--- config.mk ---
export PLATFORM = sky130hd
export DESIGN_NAME = or1200_operandmux_gen
export DESIGN_NICKNAME = d
export VERILOG_FILES = /design/src/rtl/or1200_opmux_pkg.sv /design/src/rtl/or1200_opmux_chan.sv /design/src/rtl/or1200_operandmux_gen.sv
export SDC_FILE = /design/constraint.sdc
export NUM_CORES = 1
export LEC_CHECK = 0
export ABC_AREA = 1
export CAP_MARGIN = 20
export CORE_ASPECT_RATIO = 0.6
export CORE_MARGIN = 5
export CORE_UTILIZATION = 32
export CTS_CLUSTER_SIZE = 25
export DETAILED_ROUTE_END_ITERATION = 6
export MAX_ROUTING_LAYER = met4
export PLACE_DENSITY = 0.74
export SYNTH_ARGS = -nofsm -noshare
export SYNTH_HDL_FRONTEND = slang
export SYNTH_SLANG_ARGS = --single-unit
export TNS_END_PERCENT = 100
--- constraint.sdc ---
create_clock -name clk -period 1.55 [get_ports clk]
set_input_delay 0.31 -clock clk [delete_from_list [all_inputs] [get_ports clk]]
set_output_delay 0.31 -clock clk [all_outputs]
set_load 0.02 [all_outputs]
--- src/rtl/or1200_opmux_pkg.sv ---
// Shared select-code constants and helpers for the generic operand mux.
package or1200_opmux_pkg;

    localparam int unsigned SEL_RF       = 0;
    localparam int unsigned SEL_IMM      = 1;
    localparam int unsigned SEL_FWD_BASE = 2;

    // Codes cover RF, IMM and every forwarding source.
    function automatic int unsigned sel_width(input int unsigned num_fwd);
        return $clog2(num_fwd + SEL_FWD_BASE);
    endfunction

    // Callers must qualify the result with code >= SEL_FWD_BASE.
    function automatic int unsigned fwd_index(input int unsigned code);
        return code - SEL_FWD_BASE;
    endfunction

endpackage

--- src/rtl/or1200_opmux_chan.sv ---
// One operand channel: source select mux plus the capture/saved register toward EX.
module or1200_opmux_chan
    import or1200_opmux_pkg::*;
#(
    parameter int unsigned WIDTH   = 32,
    parameter int unsigned NUM_FWD = 2,
    parameter int unsigned SEL_W   = sel_width(NUM_FWD),
    parameter bit          IMM_EN  = 1'b0
) (
    input  logic                     clk,
    input  logic                     rst,
    input  logic                     id_freeze,
    input  logic                     ex_freeze,
    input  logic                     flush,
    input  logic                     hazard_hold,
    input  logic [WIDTH-1:0]         rf_data,
    input  logic [WIDTH-1:0]         imm,
    input  logic [NUM_FWD*WIDTH-1:0] fwd_data,
    input  logic [NUM_FWD-1:0]       fwd_valid,
    input  logic [SEL_W-1:0]         sel,
    output logic [WIDTH-1:0]         muxed,
    output logic                     fwd_hit,
    output logic [WIDTH-1:0]         operand,
    output logic                     saved
);

    logic [WIDTH-1:0] operand_q, operand_d;
    logic             saved_q, saved_d;
    int unsigned      sel_int;

    assign sel_int = 32'(sel);

    always_comb begin
        muxed   = rf_data;
        fwd_hit = 1'b0;
        if (sel_int == SEL_RF) begin
            muxed = rf_data;
        end else if (sel_int == SEL_IMM) begin
            if (IMM_EN) begin
                muxed = imm;
            end
        end else begin
            for (int unsigned k = 0; k < NUM_FWD; k++) begin
                if (fwd_index(sel_int) == k) begin
                    muxed   = fwd_data[k*WIDTH +: WIDTH];
                    fwd_hit = !fwd_valid[k];
                end
            end
        end
    end

    // A saved operand survives an ID freeze; the first unfrozen cycle only releases it.
    always_comb begin
        operand_d = operand_q;
        saved_d   = saved_q;
        if (flush) begin
            operand_d = '0;
            saved_d   = 1'b0;
        end else if (!ex_freeze && !hazard_hold) begin
            if (!saved_q) begin
                operand_d = muxed;
                saved_d   = id_freeze;
            end else if (!id_freeze) begin
                saved_d = 1'b0;
            end
        end
    end

    always_ff @(posedge clk) begin
        if (rst) begin
            operand_q <= '0;
            saved_q   <= 1'b0;
        end else begin
            operand_q <= operand_d;
            saved_q   <= saved_d;
        end
    end

    assign operand = operand_q;
    assign saved   = saved_q;

endmodule

--- src/rtl/or1200_operandmux_gen.sv ---
// ID/EX operand selection for NUM_OPS channels with forwarding, load-use stall and hazard count.
module or1200_operandmux_gen
    import or1200_opmux_pkg::*;
#(
    parameter int unsigned         WIDTH    = 32,
    parameter int unsigned         NUM_OPS  = 2,
    parameter int unsigned         NUM_FWD  = 2,
    parameter logic [NUM_OPS-1:0]  IMM_MASK = 2'b10,
    parameter int unsigned         SEL_W    = sel_width(NUM_FWD),
    parameter int unsigned         CNT_W    = 16
) (
    input  logic                     clk,
    input  logic                     rst,
    input  logic                     id_freeze,
    input  logic                     ex_freeze,
    input  logic                     flush,
    input  logic [NUM_OPS*WIDTH-1:0] rf_data,
    input  logic [WIDTH-1:0]         imm,
    input  logic [NUM_FWD*WIDTH-1:0] fwd_data,
    input  logic [NUM_FWD-1:0]       fwd_valid,
    input  logic [NUM_OPS*SEL_W-1:0] sel,
    output logic [NUM_OPS*WIDTH-1:0] muxed,
    output logic [NUM_OPS*WIDTH-1:0] operand,
    output logic [NUM_OPS-1:0]       saved,
    output logic                     hazard_stall,
    output logic [CNT_W-1:0]         hazard_cnt
);

    logic [NUM_OPS-1:0] fwd_hit;
    logic [CNT_W-1:0]   hazard_cnt_q, hazard_cnt_d;

    for (genvar i = 0; i < NUM_OPS; i++) begin : g_chan
        or1200_opmux_chan #(
            .WIDTH   (WIDTH),
            .NUM_FWD (NUM_FWD),
            .SEL_W   (SEL_W),
            .IMM_EN  (IMM_MASK[i])
        ) u_chan (
            .clk         (clk),
            .rst         (rst),
            .id_freeze   (id_freeze),
            .ex_freeze   (ex_freeze),
            .flush       (flush),
            .hazard_hold (hazard_stall),
            .rf_data     (rf_data[i*WIDTH +: WIDTH]),
            .imm         (imm),
            .fwd_data    (fwd_data),
            .fwd_valid   (fwd_valid),
            .sel         (sel[i*SEL_W +: SEL_W]),
            .muxed       (muxed[i*WIDTH +: WIDTH]),
            .fwd_hit     (fwd_hit[i]),
            .operand     (operand[i*WIDTH +: WIDTH]),
            .saved       (saved[i])
        );
    end

    // One stall freezes every channel so captured operands stay coherent.
    assign hazard_stall = (|fwd_hit) && !ex_freeze;

    always_comb begin
        hazard_cnt_d = hazard_cnt_q;
        if (hazard_stall && (hazard_cnt_q != '1)) begin
            hazard_cnt_d = hazard_cnt_q + CNT_W'(1);
        end
    end

    always_ff @(posedge clk) begin
        if (rst) begin
            hazard_cnt_q <= '0;
        end else begin
            hazard_cnt_q <= hazard_cnt_d;
        end
    end

    assign hazard_cnt = hazard_cnt_q;

endmodule

==> flow_metrics.env <==
export IMPL_report_final_hold_viol_count=0
export IMPL_grt_usage=0.314
export IMPL_crit_required_ps=1240
export IMPL_first_pass_grt_wire_length_um=39200
export IMPL_post_synth_instance_area_sq_um=4630
export IMPL_static_leakage_power_nw=4.96
export IMPL_holdCritPathClass="flop to flop"
export IMPL_ir_drop_uv=547
export IMPL_area_enclosed_by_the_die_boundary_sq_um=17100
export IMPL_place_port_buffers=317
export IMPL_first_iter_violations=649
export IMPL_area_sequential_sq_um=1630
export IMPL_critical_path_max_stage_delay_ps=200
export IMPL_insertion_delay_ps=340
export IMPL_rrSetupSlack_ps=90
export IMPL_unrepaired_setup_endpoints_after_global_routing="yes"
export IMPL_grt_pass1_vias=6592
export IMPL_dr_total_vias=7276
export IMPL_die_w_um=165
export IMPL_cts_htree_levels=3
export IMPL_fmax_mhz=595
export IMPL_effective_utilization_at_floorplan=0.323
export IMPL_synthDominantCellAreaShare=0.350
export IMPL_die_h_um=103
export IMPL_holdWs_ps=464
export IMPL_timing_rr_start="hazard_cnt[1]"
export IMPL_antenna_found_initial=8
export IMPL_synth_warning_count=0
export IMPL_synth_top_cells_by_area="sky130_fd_sc_hd__dfxtp_1 (35%), sky130_fd_sc_hd__nand2_1 (17%), sky130_fd_sc_hd__nor2_1 (9.5%)"
export IMPL_final_layout_size_suffix_gt1_frac=0.377
export IMPL_layout_setup_ws_ps=-132
export IMPL_maximum_buffer_depth_of_the_clock_tree=2
export IMPL_worst_ep_arrival_time_ps=1370
export IMPL_design_portCount=318
export IMPL_rows=34
export IMPL_post_route_cell_area_sq_um=10800
export IMPL_drc_errors=0
export IMPL_final_setup_viol_count=41
export IMPL_failing_checks="setup timing"
export IMPL_skew_ps=15.3
export IMPL_dp_hpwl_um=20600
export IMPL_netlist_top_cell_by_area="sky130_fd_sc_hd__dfxtp_1"
export IMPL_power_mw=7.64
export IMPL_timing_final_crit_period_ps=1680
export IMPL_ys_seq_area_frac=0.350
export IMPL_final_nets=1362
export IMPL_fill_cells=1091
export IMPL_drt_pre_antenna_iters=5
export IMPL_net_count_after_synthesis=899
export IMPL_crit_path_start="sel[3]"
export IMPL_wire_per_inst_um=21.4
export IMPL_synth_ff_latch_count=81
export IMPL_status="finished, violations left"
export IMPL_cpMaxStageDelayCell="sky130_fd_sc_hd__buf_4"
export IMPL_drt_vias_per_instance=5.19
export IMPL_cts_buffers=9
export IMPL_cts_root_buffer_cell="sky130_fd_sc_hd__clkbuf_16"
export IMPL_tightestPinTransition_ps=325
export IMPL_place_detailed_instances=1311
export IMPL_clkSlewWorstSetupHoldPaths_ps=70
export IMPL_grt_remaining_overflow=0
export IMPL_finalWirelength_um=29900
export IMPL_grt_start_max_net_pins=43
export IMPL_max_cap_violations=0
export IMPL_critical_path_top_cell_by_count="sky130_fd_sc_hd__buf_6"
export IMPL_worst_hold_startpoint="g_chan[0].u_chan.operand[27]"
export IMPL_finalMaxSlewViolations=0
export IMPL_synthesis_area_per_instance_sq_um=6.37
export IMPL_clock_sink_count=81
export IMPL_cts_hold_buffers_added=0
export IMPL_post_layout_nonfiller_instances=1401
export IMPL_cellPowerDensity_nw_per_um2=709
export IMPL_detailed_place_area_sq_um=8840
export IMPL_multiInputGateArea_sq_um=3450
export IMPL_postSynthCellCount=727
export IMPL_critical_path_class="input port to output port"
export IMPL_critical_path_cell_by_cell="buf_8 -> buf_6 -> clkinvlp_4 -> buf_4 -> o21ai_1 -> a31oi_4 -> buf_6"
export IMPL_tritoncts="done"
export IMPL_cp_start_kind="input port"
export IMPL_endpoint_kind="output port"
export IMPL_floorplan_core_area_sq_um=14300
export IMPL_synth_lib_cells_used_distinct=27
export IMPL_globalplace_congestion=1.01
export IMPL_critPathMaxFanout=6
export IMPL_timing_max_slew_rel_slack=0.781
export IMPL_count_of_antenna_violating_nets_left_after_detailed_routing=0
export IMPL_areaGrowthSynthToFinish_pct=133
export IMPL_final_period_utilization=1.08
## metrics by stage
stage	setup TNS [ps]	setup WS (ps)	util
floorplan	-850	-35.6	-
global placement	-127290	-1140	0.617
detailed placement	-129720	-1110	0.617
CTS	-1060	-90.8	0.692
global route	-4090	-158	0.751
finish	-1970	-132	0.751
## cell families (layout without fill, tap and decap cells)
kind of cell | after synthesis | after routing | synth area share
simple gates | 360 | 360 | 0.309
compound gates | 182 | 182 | 0.229
flops | 81 | 81 | 0.350
xor+xnor | 7 | 7 | 0.0132
fa+ha+maj | 1 | 1 | 0.00270
buf+inv | 96 | 564 | 0.0954
other cells | 0 | 8 | 0
## critical path: cells and delay by family
kind	cells	cell delay (ps)
buf+inv	5	740
compound gates	2	330
## where the power goes
group / internal, mW / total, mW / leakage (nW) / switching [mW]
Combinational: 1.54 / 3.07 / 4.14 / 1.52
Clock: 1.41 / 2.38 / 0.155 / 0.967
Sequential: 2.15 / 2.19 / 0.660 / 0.0379
Total: 5.11 / 7.64 / 4.96 / 2.53
## state kept, by name, summed over array words and instances (netlist names)
register               flops
g_chan.u_chan.saved        1
hazard_cnt                16
g_chan.u_chan.operand     64
## synth_stat cells
library cell                count
sky130_fd_sc_hd__xor2_1         2
sky130_fd_sc_hd__inv_1         47
sky130_fd_sc_hd__nand3_2        1
sky130_fd_sc_hd__nand2_2       14
sky130_fd_sc_hd__ha_1           1
sky130_fd_sc_hd__a21oi_2        8
sky130_fd_sc_hd__a31oi_1        6
sky130_fd_sc_hd__nor2_1       117
sky130_fd_sc_hd__nand3_1        7
sky130_fd_sc_hd__clkinv_2       1
sky130_fd_sc_hd__nand2_1      213
sky130_fd_sc_hd__clkbuf_1      12
sky130_fd_sc_hd__o21ai_1        4
sky130_fd_sc_hd__o21ai_0       44
sky130_fd_sc_hd__a21oi_1       69
sky130_fd_sc_hd__o2111ai_1     19
sky130_fd_sc_hd__o22ai_1       32
sky130_fd_sc_hd__inv_2          2
sky130_fd_sc_hd__xnor2_1        5
sky130_fd_sc_hd__dfxtp_1       81
sky130_fd_sc_hd__clkinv_1       2
sky130_fd_sc_hd__buf_4         11
sky130_fd_sc_hd__buf_2         19
sky130_fd_sc_hd__nor2_4         1
sky130_fd_sc_hd__buf_6          2
sky130_fd_sc_hd__nand4_2        1
sky130_fd_sc_hd__nand4_1        6
## cell type report
class | instances | share of cell area
diodes | 8 | 0.00186
clock buffers | 9 | 0.0209
clock inverters | 7 | 0.00883
inverters | 52 | 0.0224
multi-input cells | 550 | 0.321
flip-flops and latches | 81 | 0.151
well taps | 198 | 0.0230
repair buffers | 495 | 0.450
repair inverters | 1 | 0.00105
## path summary, 6_finish.rpt
| check | endpoint | depth (start not counted) |
|---|---|---|
| setup / recovery | muxed[35] | 7 |
| hold / removal | g_chan[0].u_chan.operand[27] | 2 |
| setup reg to reg | hazard_cnt[15] | 9 |
| hold reg to reg | g_chan[0].u_chan.operand[27] | 2 |
## layout by cell type (no fill, tap or decap), types with 10 or more instances in the layout
cell type                         instances
sky130_fd_sc_hd__dlygate4sd2_1          112
sky130_fd_sc_hd__nor2_4                  17
sky130_fd_sc_hd__clkbuf_16               14
sky130_fd_sc_hd__nand2_2                 26
sky130_fd_sc_hd__clkdlybuf4s50_1        120
sky130_fd_sc_hd__a21oi_2                 29
sky130_fd_sc_hd__o21ai_0                 27
sky130_fd_sc_hd__buf_12                  18
sky130_fd_sc_hd__dfxtp_1                 77
sky130_fd_sc_hd__buf_4                  153
sky130_fd_sc_hd__dlymetal6s2s_1          16
sky130_fd_sc_hd__inv_2                   18
sky130_fd_sc_hd__nand2_1                190
sky130_fd_sc_hd__o2111ai_2               10
sky130_fd_sc_hd__o22ai_1                 21
sky130_fd_sc_hd__nor2_2                  22
sky130_fd_sc_hd__inv_1                   26
sky130_fd_sc_hd__o22ai_2                 10
sky130_fd_sc_hd__buf_6                   62
sky130_fd_sc_hd__a21oi_1                 41
sky130_fd_sc_hd__nor2_1                  79
sky130_fd_sc_hd__o21ai_1                 14
## repair_timing
item	in CTS	in global routing
endpoints found under the setup margin	228	93
buffers inserted	45	15
pin swaps	39	27
endpoints found under the hold margin	0	0
resized for setup	612	149
cloned	1	10
## per-layer routing
metal	routed length, um	vias up	share of wire	global-route usage
li1	-	3332	-	-
met1	12600	3463	0.42	0.410
met2	13600	414	0.45	0.482
met3	2880	67	0.096	0.0879
met4	875	0	0.029	0.0799
met5	0	-	0	-
Power figures use the tool's default switching activity.
